$ cat config.mk
export PLATFORM = sky130hd
export DESIGN_NAME = pc_fetch
export DESIGN_NICKNAME = d
export VERILOG_FILES = /design/src/rtl/pc_fetch.sv
export SDC_FILE = /design/constraint.sdc
export NUM_CORES = 1
export LEC_CHECK = 0
export ABC_AREA = 1
export ABC_CLOCK_PERIOD_IN_PS = 1600
export CORE_UTILIZATION = 45
export CTS_BUF_LIST = sky130_fd_sc_hd__clkbuf_4 sky130_fd_sc_hd__clkbuf_8 sky130_fd_sc_hd__clkbuf_16
export DETAILED_ROUTE_END_ITERATION = 12
export HOLD_SLACK_MARGIN = 0.03
export PLACE_DENSITY = 0.8
export SYNTH_ARGS = -nofsm -noshare
export SYNTH_HDL_FRONTEND = slang
export SYNTH_SLANG_ARGS = --single-unit
$ cat constraint.sdc
create_clock -name clk -period 1.6 [get_ports clk]
set_input_delay 0.16 -clock clk [delete_from_list [all_inputs] [get_ports clk]]
set_output_delay 0.16 -clock clk [all_outputs]
set_load 0.01 [all_outputs]
$ cat src/rtl/pc_fetch.sv
// rtl/pc_fetch.sv - instruction fetch front end: PC, IRAM address, one-entry stall hold buffer
// Optional perf counters are compiled in with `define PC_FETCH_PERF_EN.
module pc_fetch #(
  parameter logic [31:0] RESET_PC = 32'h0000_0000,
  parameter logic [31:0] NOP_INST = 32'h0000_0013,
  parameter int          CTRL_W   = 3,
  parameter logic [CTRL_W-1:0] CTRL_STATE_Default = 3'd0,
  parameter logic [CTRL_W-1:0] CTRL_STATE_Stalled = 3'd1,
  parameter logic [CTRL_W-1:0] CTRL_STATE_Branch  = 3'd2
) (
  input  logic              clk,
  input  logic              rst,
  input  logic [CTRL_W-1:0] ctrl_signal_pc_i,
  input  logic              ctrl_iram_rdata_sel_i,
  input  logic              ctrl_to_pc_branch_flag_i,
  input  logic [31:0]       ctrl_to_pc_new_i,
  input  logic [31:0]       iram_rdata_i,
  output logic [31:0]       iram_addr_o,
  output logic              iram_ce_o,
  output logic [31:0]       if_pc_o,
  output logic [31:0]       if_inst_o,
  output logic              if_valid_o
`ifdef PC_FETCH_PERF_EN
  ,
  output logic [31:0]       perf_fetch_cnt_o,
  output logic [15:0]       perf_redirect_cnt_o
`endif
);

  typedef enum logic [1:0] {
    ST_FETCH    = 2'd0,
    ST_HOLD     = 2'd1,
    ST_REDIRECT = 2'd2
  } state_t;

  state_t      state_q;
  logic [31:0] pc_q;
  logic [31:0] fpc_q;
  logic [31:0] hold_q;
  logic        fvalid_q;
  logic        do_branch;
  logic        do_advance;
  logic        squash;

  assign do_branch  = (ctrl_signal_pc_i == CTRL_STATE_Branch) && ctrl_to_pc_branch_flag_i;
  assign do_advance = (ctrl_signal_pc_i == CTRL_STATE_Default);

  // Branch with no flag, Bubble and unknown codes all fall through to the stall arm.
  always_ff @(posedge clk) begin
    if (!rst) begin
      state_q  <= ST_FETCH;
      pc_q     <= RESET_PC;
      fpc_q    <= RESET_PC;
      hold_q   <= 32'h0;
      fvalid_q <= 1'b0;
    end else if (do_branch) begin
      state_q  <= ST_REDIRECT;
      pc_q     <= {ctrl_to_pc_new_i[31:2], 2'b00};
      fvalid_q <= 1'b0;
    end else if (do_advance) begin
      state_q  <= ST_FETCH;
      pc_q     <= pc_q + 32'd4;
      fpc_q    <= pc_q;
      fvalid_q <= 1'b1;
    end else if (state_q == ST_FETCH) begin
      // Only the first stalled cycle captures; IRAM has already moved on to pc_q after it.
      state_q <= ST_HOLD;
      hold_q  <= iram_rdata_i;
    end
  end

  assign squash      = ctrl_iram_rdata_sel_i || !fvalid_q;
  assign iram_addr_o = pc_q;
  assign iram_ce_o   = rst;
  assign if_pc_o     = fpc_q;
  assign if_valid_o  = !squash;

  always_comb begin
    if_inst_o = iram_rdata_i;
    if (squash)
      if_inst_o = NOP_INST;
    else if (state_q == ST_HOLD)
      if_inst_o = hold_q;
  end

`ifdef PC_FETCH_PERF_EN
  logic [31:0] fetch_cnt_q;
  logic [15:0] redirect_cnt_q;

  always_ff @(posedge clk) begin
    if (!rst) begin
      fetch_cnt_q    <= 32'h0;
      redirect_cnt_q <= 16'h0;
    end else begin
      if (if_valid_o && do_advance)
        fetch_cnt_q <= fetch_cnt_q + 32'd1;
      if (do_branch)
        redirect_cnt_q <= redirect_cnt_q + 16'd1;
    end
  end

  assign perf_fetch_cnt_o    = fetch_cnt_q;
  assign perf_redirect_cnt_o = redirect_cnt_q;
`endif

endmodule

=== Word-level counts from Yosys, hierarchy flattened ===
Cells that the tools add are included.

* Flip-flop bits (word level): 99
* Latch bits: 0
* Bits in writable memories: 0
* ROM bits: 0
* Input port bits: 71
* Output and inout port bits: 98
* Memories kept: 0

* Add/sub/neg operators: 1
* $mul: 0
* Divide/modulo/power cells: 0
* $lt $le $gt $ge: 0
* Eq/ne operators: 2
* Shift-type cells: 0
* Multiplexer cells: 7
* Bitwise logic cells: 3
* Reductions and logical operators: 12

{| class="wikitable"
|+ Operator list
! cell !! number
|-
| $mux W32 || 4
|-
| $add A32 B3 Y32 const B || 1
|-
| $mux W2 || 3
|-
| $eq A3 B2 Y1 const B || 1
|-
| $logic_not A3 Y1 || 1
|-
| $not A1 Y1 || 3
|-
| $reduce_and A3 Y1 || 1
|-
| $reduce_bool A3 Y1 || 1
|-
| $reduce_or A3 Y1 || 1
|-
| $eq A2 B1 Y1 const B || 1
|-
| $logic_not A1 Y1 || 2
|-
| $logic_not A2 Y1 || 1
|-
| $reduce_and A2 Y1 || 1
|-
| $reduce_bool A2 Y1 || 1
|-
| $reduce_or A2 Y1 || 1
|-
| $logic_and A1 B1 Y1 || 1
|-
| $logic_or A1 B1 Y1 || 1
|}

=== Logic depth before layout (Yosys ltp) ===
* Depth after elaboration: 4
* Mapped depth: 12
* Mapped depth without buffers: 12

=== Worst setup path after synthesis ===
OpenSTA, ideal clock, no wires.

* Path kind: register to register
* From: register pc_q[2], in the netlist iram_addr_o[2]
* To: register pc_q[26], in the netlist iram_addr_o[26]
* Library setup time: 109 ps
* Arrival time: 1447 ps
* Data required time: 1491 ps
* Setup slack: 44 ps
* Cell stages (with the launch flop): 11
* Clock period less this slack: 1556 ps
* Cell sequence: dfxtp_1 -> ha_1 -> nand2_1 -> nor2_2 -> nand2_4 -> nor2_8 -> nand2_4 -> o21ai_1 -> nand3b_1 -> nand2_1 -> inv_1

* Word-level cells in the longest chain between the ends: 3

{| class="wikitable"
|+ Ends and longest elaborated chain
! element !! line !! RTL
|-
| from (decl) || 37 || <nowiki>logic [31:0] pc_q;</nowiki>
|-
| from (signal assigned) || 58 || <nowiki>pc_q <= {ctrl_to_pc_new_i[31:2], 2'b00};</nowiki>
|-
| from (signal assigned) || 62 || <nowiki>pc_q <= pc_q + 32'd4;</nowiki>
|-
| $add A32 B3 Y32 || 62 ||
|-
| $mux W32 || 60 || <nowiki>end else if (do_advance) begin</nowiki>
|-
| $mux W32 || 56 || <nowiki>end else if (do_branch) begin</nowiki>
|}

Every way passes these cells. The select of a mux whose other input is x is not followed.
A chain may end at the register's enable or synchronous reset.

=== Worst setup path in the final report ===
* From: register state_q[0]
* To: output port if_inst_o[17]

* Word-level cells in the longest chain between the ends: 3

{| class="wikitable"
|+ Ends and longest elaborated chain
! element !! line !! RTL
|-
| from (decl) || 36 || <nowiki>state_t state_q;</nowiki>
|-
| from (signal assigned) || 51 || <nowiki>state_q <= ST_FETCH;</nowiki>
|-
| from (signal assigned) || 57 || <nowiki>state_q <= ST_REDIRECT;</nowiki>
|-
| from (signal assigned) || 61 || <nowiki>state_q <= ST_FETCH;</nowiki>
|-
| $eq A2 B1 Y1 || 82 || <nowiki>else if (state_q == ST_HOLD)</nowiki>
|-
| $mux W32 || 82 ||
|-
| $mux W32 || 80 || <nowiki>if (squash)</nowiki>
|-
| to (decl) || 21 || <nowiki>output logic [31:0] if_inst_o,</nowiki>
|}

Every way passes these cells.

==> results by group <==
CTS
  – Post-CTS Hold Fix Bufs: 0
  – Clk_lat worst skew: 0.36 ns
  – Root buf cell: clkbuf_8
  – CTS clk-pin slew, worst paths: 0.10 ns
  – CTS tree: yes
  – H-tree depth: 3
  – CTS Buf Count: 9
  – Clock sink count: 95
  – Clock buffer depth: 2

Synth
  – Share of the synthesized area in the top cell type: 39.2%
  – Post-synth EDFFs: 0
  – Cell with the most instances after synthesis: nor2_1
  – Post-Synthesis Cells: 739
  – Top_reg_cell synth: dfxtp_1
  – Async set-reset flop share out of synthesis: 0%
  – Post-Syn Area: 0.00486 mm²
  – Sequential area share after synthesis: 39.2%
  – Unique cell type count in the Yosys netlist: 34
  – Yosys warns: 0
  – Synth area leader: dfxtp_1
  – Most frequent cells after synthesis: nor2_1, o21ai_0, nand2_1
  – FF+latch count, synth: 95
  – Syn avg cell area: 6.57 µm²
  – Synth top area cells: dfxtp_1, nor2_1, o21ai_0

Power and ir drop
  – Total chip power: 5.31 mW
  – Power Dens Cells: 710 mW/mm²
  – Max VDD drop: 0.363 mV
  – Static Leak: 3.35 nW

Finish
  – Final Non-Filler Cells: 1097
  – Area growth from synthesis to layout: 54.2%
  – Share of cells above drive strength 1: 21.0%
  – Nets: 1030
  – Number of diodes: 0
  – Fin util: 71.9%

Floorplanning
  – Die Area: 0.0112 mm²
  – Die H: 106 µm
  – Io pins: 169
  – Initial core utilization: 46.6%
  – Core area: 0.0104 mm²
  – Die width: 106 µm
  – Row count: 37

Timing
  – Tmin final: 1.67 ns
  – Hold Fails Final Rpt: 0
  – Clock Skews: 0.0127 ns
  – # setup viols final: 23
  – FMAX: 598 MHz
  – RSZ-0062 raised after global routing: true
  – Final Max Slew Viols: 0
  – Setup_tns: -0.634 ns
  – Worst setup margin: -0.0723 ns
  – Period utilisation layout: 105%

Routing
  – Vias: 5871
  – Routed len/inst: 15.4 µm
  – DRT iter0 DRCs: 526
  – DRT Wirelength: 16900 µm
  – Vias per inst: 5.35
  – DRT Pass-1 Iters: 6
  – DRC Markers: 0
  – Final ANT Viol Nets: 0

Global route
  – GRT overflow: 0
  – Initial antenna violation count: 0
  – Largest net degree at the start of global routing: 47
  – First-pass GRT wire length: 25600 µm
  – Tot GR Track Use: 28.4%
  – Vias in the first global route: 5378

Run
  – Max-cap violations: 0

Placement
  – Post-DP HPWL: 11100 µm
  – Port-buffer cells: 162
  – Final GP Congestion: 0.933
  – Placed Cells: 1060
  – Pre-CTS setup slack: -0.277 ns

Worst setup path
  – Crit path DAT: 1.51 ns
  – Critical Path Slowest Stage Cell: dfxtp_2
  – Critical Path Max Stage Delay: 0.35 ns
  – CP Cell Sequence: inv_2, nor2_4, buf_8, buf_8, o21ai_1, nor2_1, buf_2
  – CP endpoint kind: output pin
  – Setup CP Type: reg -> out
  – CP bufs+invs: 4
  – Worst-path fanout max: 7
  – Setup crit start kind: register
  – Crit path max-delay family: buffers and inverters
  – Most frequent CP cell: buf_8
  – CP required: 1.44 ns

Hold path
  – Hold crit path type: in -> reg

Status
  – Failing checks: setup timing
  – Status: finished with violations
final timing paths:
check	from	end	slack (ns)	depth (start not counted)
min reg2reg	if_pc_o[2]	if_pc_o[2]	0.48	2
min	rst	iram_addr_o[5]	0.29	3
max	state_q[0]	if_inst_o[17]	-0.07	7
max reg2reg	iram_addr_o[3]	iram_addr_o[28]	0	12
cell type report:
cell class              instances  area [µm²]
well taps                     136         170
multi-input cells             545        2640
repair buffers                250        2340
clock buffers                  11         139
clock inverters                 3        46.3
inverters                      57         214
flip-flops and latches         95        1930
fillers                       803        2930
registers in the layout, summed over array words and instances (netlist names):
signal,flops
iram_addr_o,30
hold_q,32
fvalid_q,1
state_q,2
if_pc_o,30
power by group:
group	internal, mW	switching (mW)
clock network	0.745	0.826
registers	2.50	0.0965
logic	0.577	0.566
logic make-up after synthesis:
logic type / share of synthesized area, %
AND/OR/NAND/NOR: 33.6
AO/OA/AOI/OAI: 17.5
buffers and inverters: 8.84
flip-flops: 39.2
XOR/XNOR: 0.541
adder cells (fa/ha/maj): 0.258
other: 0.0772
stage by stage:
stage                     cell area, µm²  hold WS, ns
final                               7490        0.294
after global routing                7490        0.302
after CTS                           7240        0.260
after detailed placement            7090        0.467
after global placement              7090        0.457
after floorplan                     4870        0.295
layout by cell type (no fill, tap or decap), types with 5 or more instances in the layout:
cell	count
buf_2	33
nand3_1	33
nor3_1	6
clkbuf_8	9
o21ai_1	14
dfxtp_2	5
dfxtp_1	83
o21ai_0	93
clkdlybuf4s50_1	125
dfxtp_4	7
nand4_1	8
nor2_4	12
inv_2	9
nor2_2	13
nor2_1	181
buf_12	13
a21oi_1	35
nand2_2	9
buf_4	70
inv_1	47
nand2_1	103
per-layer routing:
metal	up-vias	GRT usage [%]	part of all wire (%)
met4	0	10.4	2.3
li1	2811	-	-
met2	349	47.9	48
met5	-	0	0
met3	42	4.84	9.2
met1	2669	36.4	41
timing repair:
item,4_1_cts,5_1_grt
buffers inserted,4,17
pin swaps,1,17
resized for setup,148,52
cloned,2,2
endpoints found under the setup margin,48,53
worst reg2reg max path, delay by kind of cell, from the launching register on:
kind                       cells  cell delay, ns
buffers and inverters          2            0.10
adders and majority gates      1            0.15
and+or+nand+nor                9            0.87
DFF                            1            0.38
No activity file was read; power rests on OpenSTA's default activity.
==> RTL edit, RTL diff (config.mk and constraints unchanged) <==
Add a define of `PC_FETCH_PERF_EN`.
--- a/src/rtl/pc_fetch.sv
+++ b/src/rtl/pc_fetch.sv
@@ -1,4 +1,6 @@
 // rtl/pc_fetch.sv - instruction fetch front end: PC, IRAM address, one-entry stall hold buffer
 // Optional perf counters are compiled in with `define PC_FETCH_PERF_EN.
+`define PC_FETCH_PERF_EN
+
 module pc_fetch #(
   parameter logic [31:0] RESET_PC = 32'h0000_0000,
Check against the original RTL (old outputs only; new: perf_fetch_cnt_o and perf_redirect_cnt_o): equivalent (equiv_simple and equiv_induct, registers matched by name and starting in step).
==> RTL edit against the original RTL <==
  * The flow still finishes with violations (negative setup slack)
  * Sequential share of layout area fell by 0.73 points
  * Cell area grew 54%
  * Setup slack lost 0.086 ns
  * Clock power rose to 2.5 times the old value
  * Sequential cell count increased by 48
  * Area after synthesis is 53% higher
  * Combinational power is 17% higher
  * Total power up 71%
  * Die area grew 52%
  * Routed wire length up 48%
  * Via count is 48% higher
==> RTL edit: results (changes against the original RTL) <==
Clock network
  – Clock buffer count from CTS: 17 (+8)
  – CTS Root Cell: clkbuf_16
  – Worst-skew pair later-pin latency: 0.42 ns (+0.06 ns)

Final layout
  – # nets final: 1,536 (+49%)
  – Final Non-Filler Cells: 1,691 (+54%)
  – Layout cell share with drive strength beyond 1: 21.1% (+0.079 points)
  – FILL cells: 1,296 (+61%)

Drt
  – DR vias/cell: 5.15 (-3.7%)
  – Per-cell routed wire length: 14.8 um (-3.9%)

Placement
  – Inst Count DP: 1,644 (+55%)
  – DPL Wire Length: 16,900 um (+53%)
  – Count of input and output buffers: 210 (+30%)
  – DP Area: 10,500 um^2 (+48%)

Power and ir drop
  – Sw Pwr: 2.24 mW (+50%)
  – Maximum vdd drop: 0.779 mV (+110%)
  – Clock network power: 3.94 mW (+150%)

Logic synthesis
  – Top cell type's share of synthesized area: 38.4% (-0.71 points)
  – Synth unique cells: 42 (+24%)
  – Synth area leaders: dfxtp_1 38%, nor2_1 14%, nand2_1 13%
  – Register area share after synthesis: 38.4% (-0.71 points)

STA
  – Final setup viols: 32 (+39%)
  – Setup WS post-layout: -0.158 ns (-0.0858 ns)

Worst setup path
  – R2R cell count: 9 (-3)
  – Critical R2R Capture: iram_addr_o[21]$_SDFFE_PN0P_

Global routing
  – Largest net degree at the start of global routing: 84 (+79%)
  – First-pass GRT wire length: 38,500 um (+50%)

Run status
  – Status: finished, violations left
  – Violated checks: negative setup slack
RTL edit: changes by cell type after synthesis, moves of 7 or more:
cell / delta
clkbuf_1: +7
nor2_1: +89
nand3_1: +23
a21oi_1: +16
dfxtp_1: +48
nand2_1: +145
inv_1: +47
o21ai_0: +28
nand2_2: -7
buf_2: -7
RTL edit: cell type report:
cell class                 count  share of cell area [%]
sequential                   143                    25.1
inverter                     102                    3.46
timing repair buffer         329                    27.2
clock buffer                  25                    4.36
tap                          216                    2.34
multi-input combinational    869                    36.7
clock inverter                 6                   0.715
antenna                        1                  0.0217
RTL edit: repair_timing:
item	in CTS	in global routing
endpoints found under the setup margin	58	94
gates resized for setup	252	76
hold endpoints to repair	0	0
gates cloned	6	2
pin swaps	25	27
buffers inserted	5	3
RTL edit: worst reg2reg max path: cells and delay by family, from the launching register on:
kind | cells | cell delay, ns
buffers and inverters | 3 | 0.37
flip-flops | 1 | 0.35
AND/OR/NAND/NOR | 5 | 0.54
AO/OA/AOI/OAI | 1 | 0.20
RTL edit: per-layer routing:
layer,wire length [um],vias to the layer above,GRT usage [%]
li1,-,4317,-
met4,497,0,11.0
met3,1820,40,6.19
met1,10700,4002,36.1
met5,0,-,0
met2,12000,354,48.0
RTL edit: cells by family after synthesis:
family | synth area share [%]
compound gates | 14.3
xor+xnor | 1.18
fa+ha+maj | 0.504
buf+inv | 8.87
flops | 38.4
other cells | 0.0504
simple gates | 36.7
RTL edit: metrics by stage:
step | power, mW | setup slack (ns)
2_1_floorplan | 4.42 | 0.00151
3_3_place_gp | 4.99 | -0.251
3_5_place_dp | 5.01 | -0.315
4_1_cts | 9.11 | -0.138
5_1_grt | 9.43 | -0.218
6_report | 9.09 | -0.158
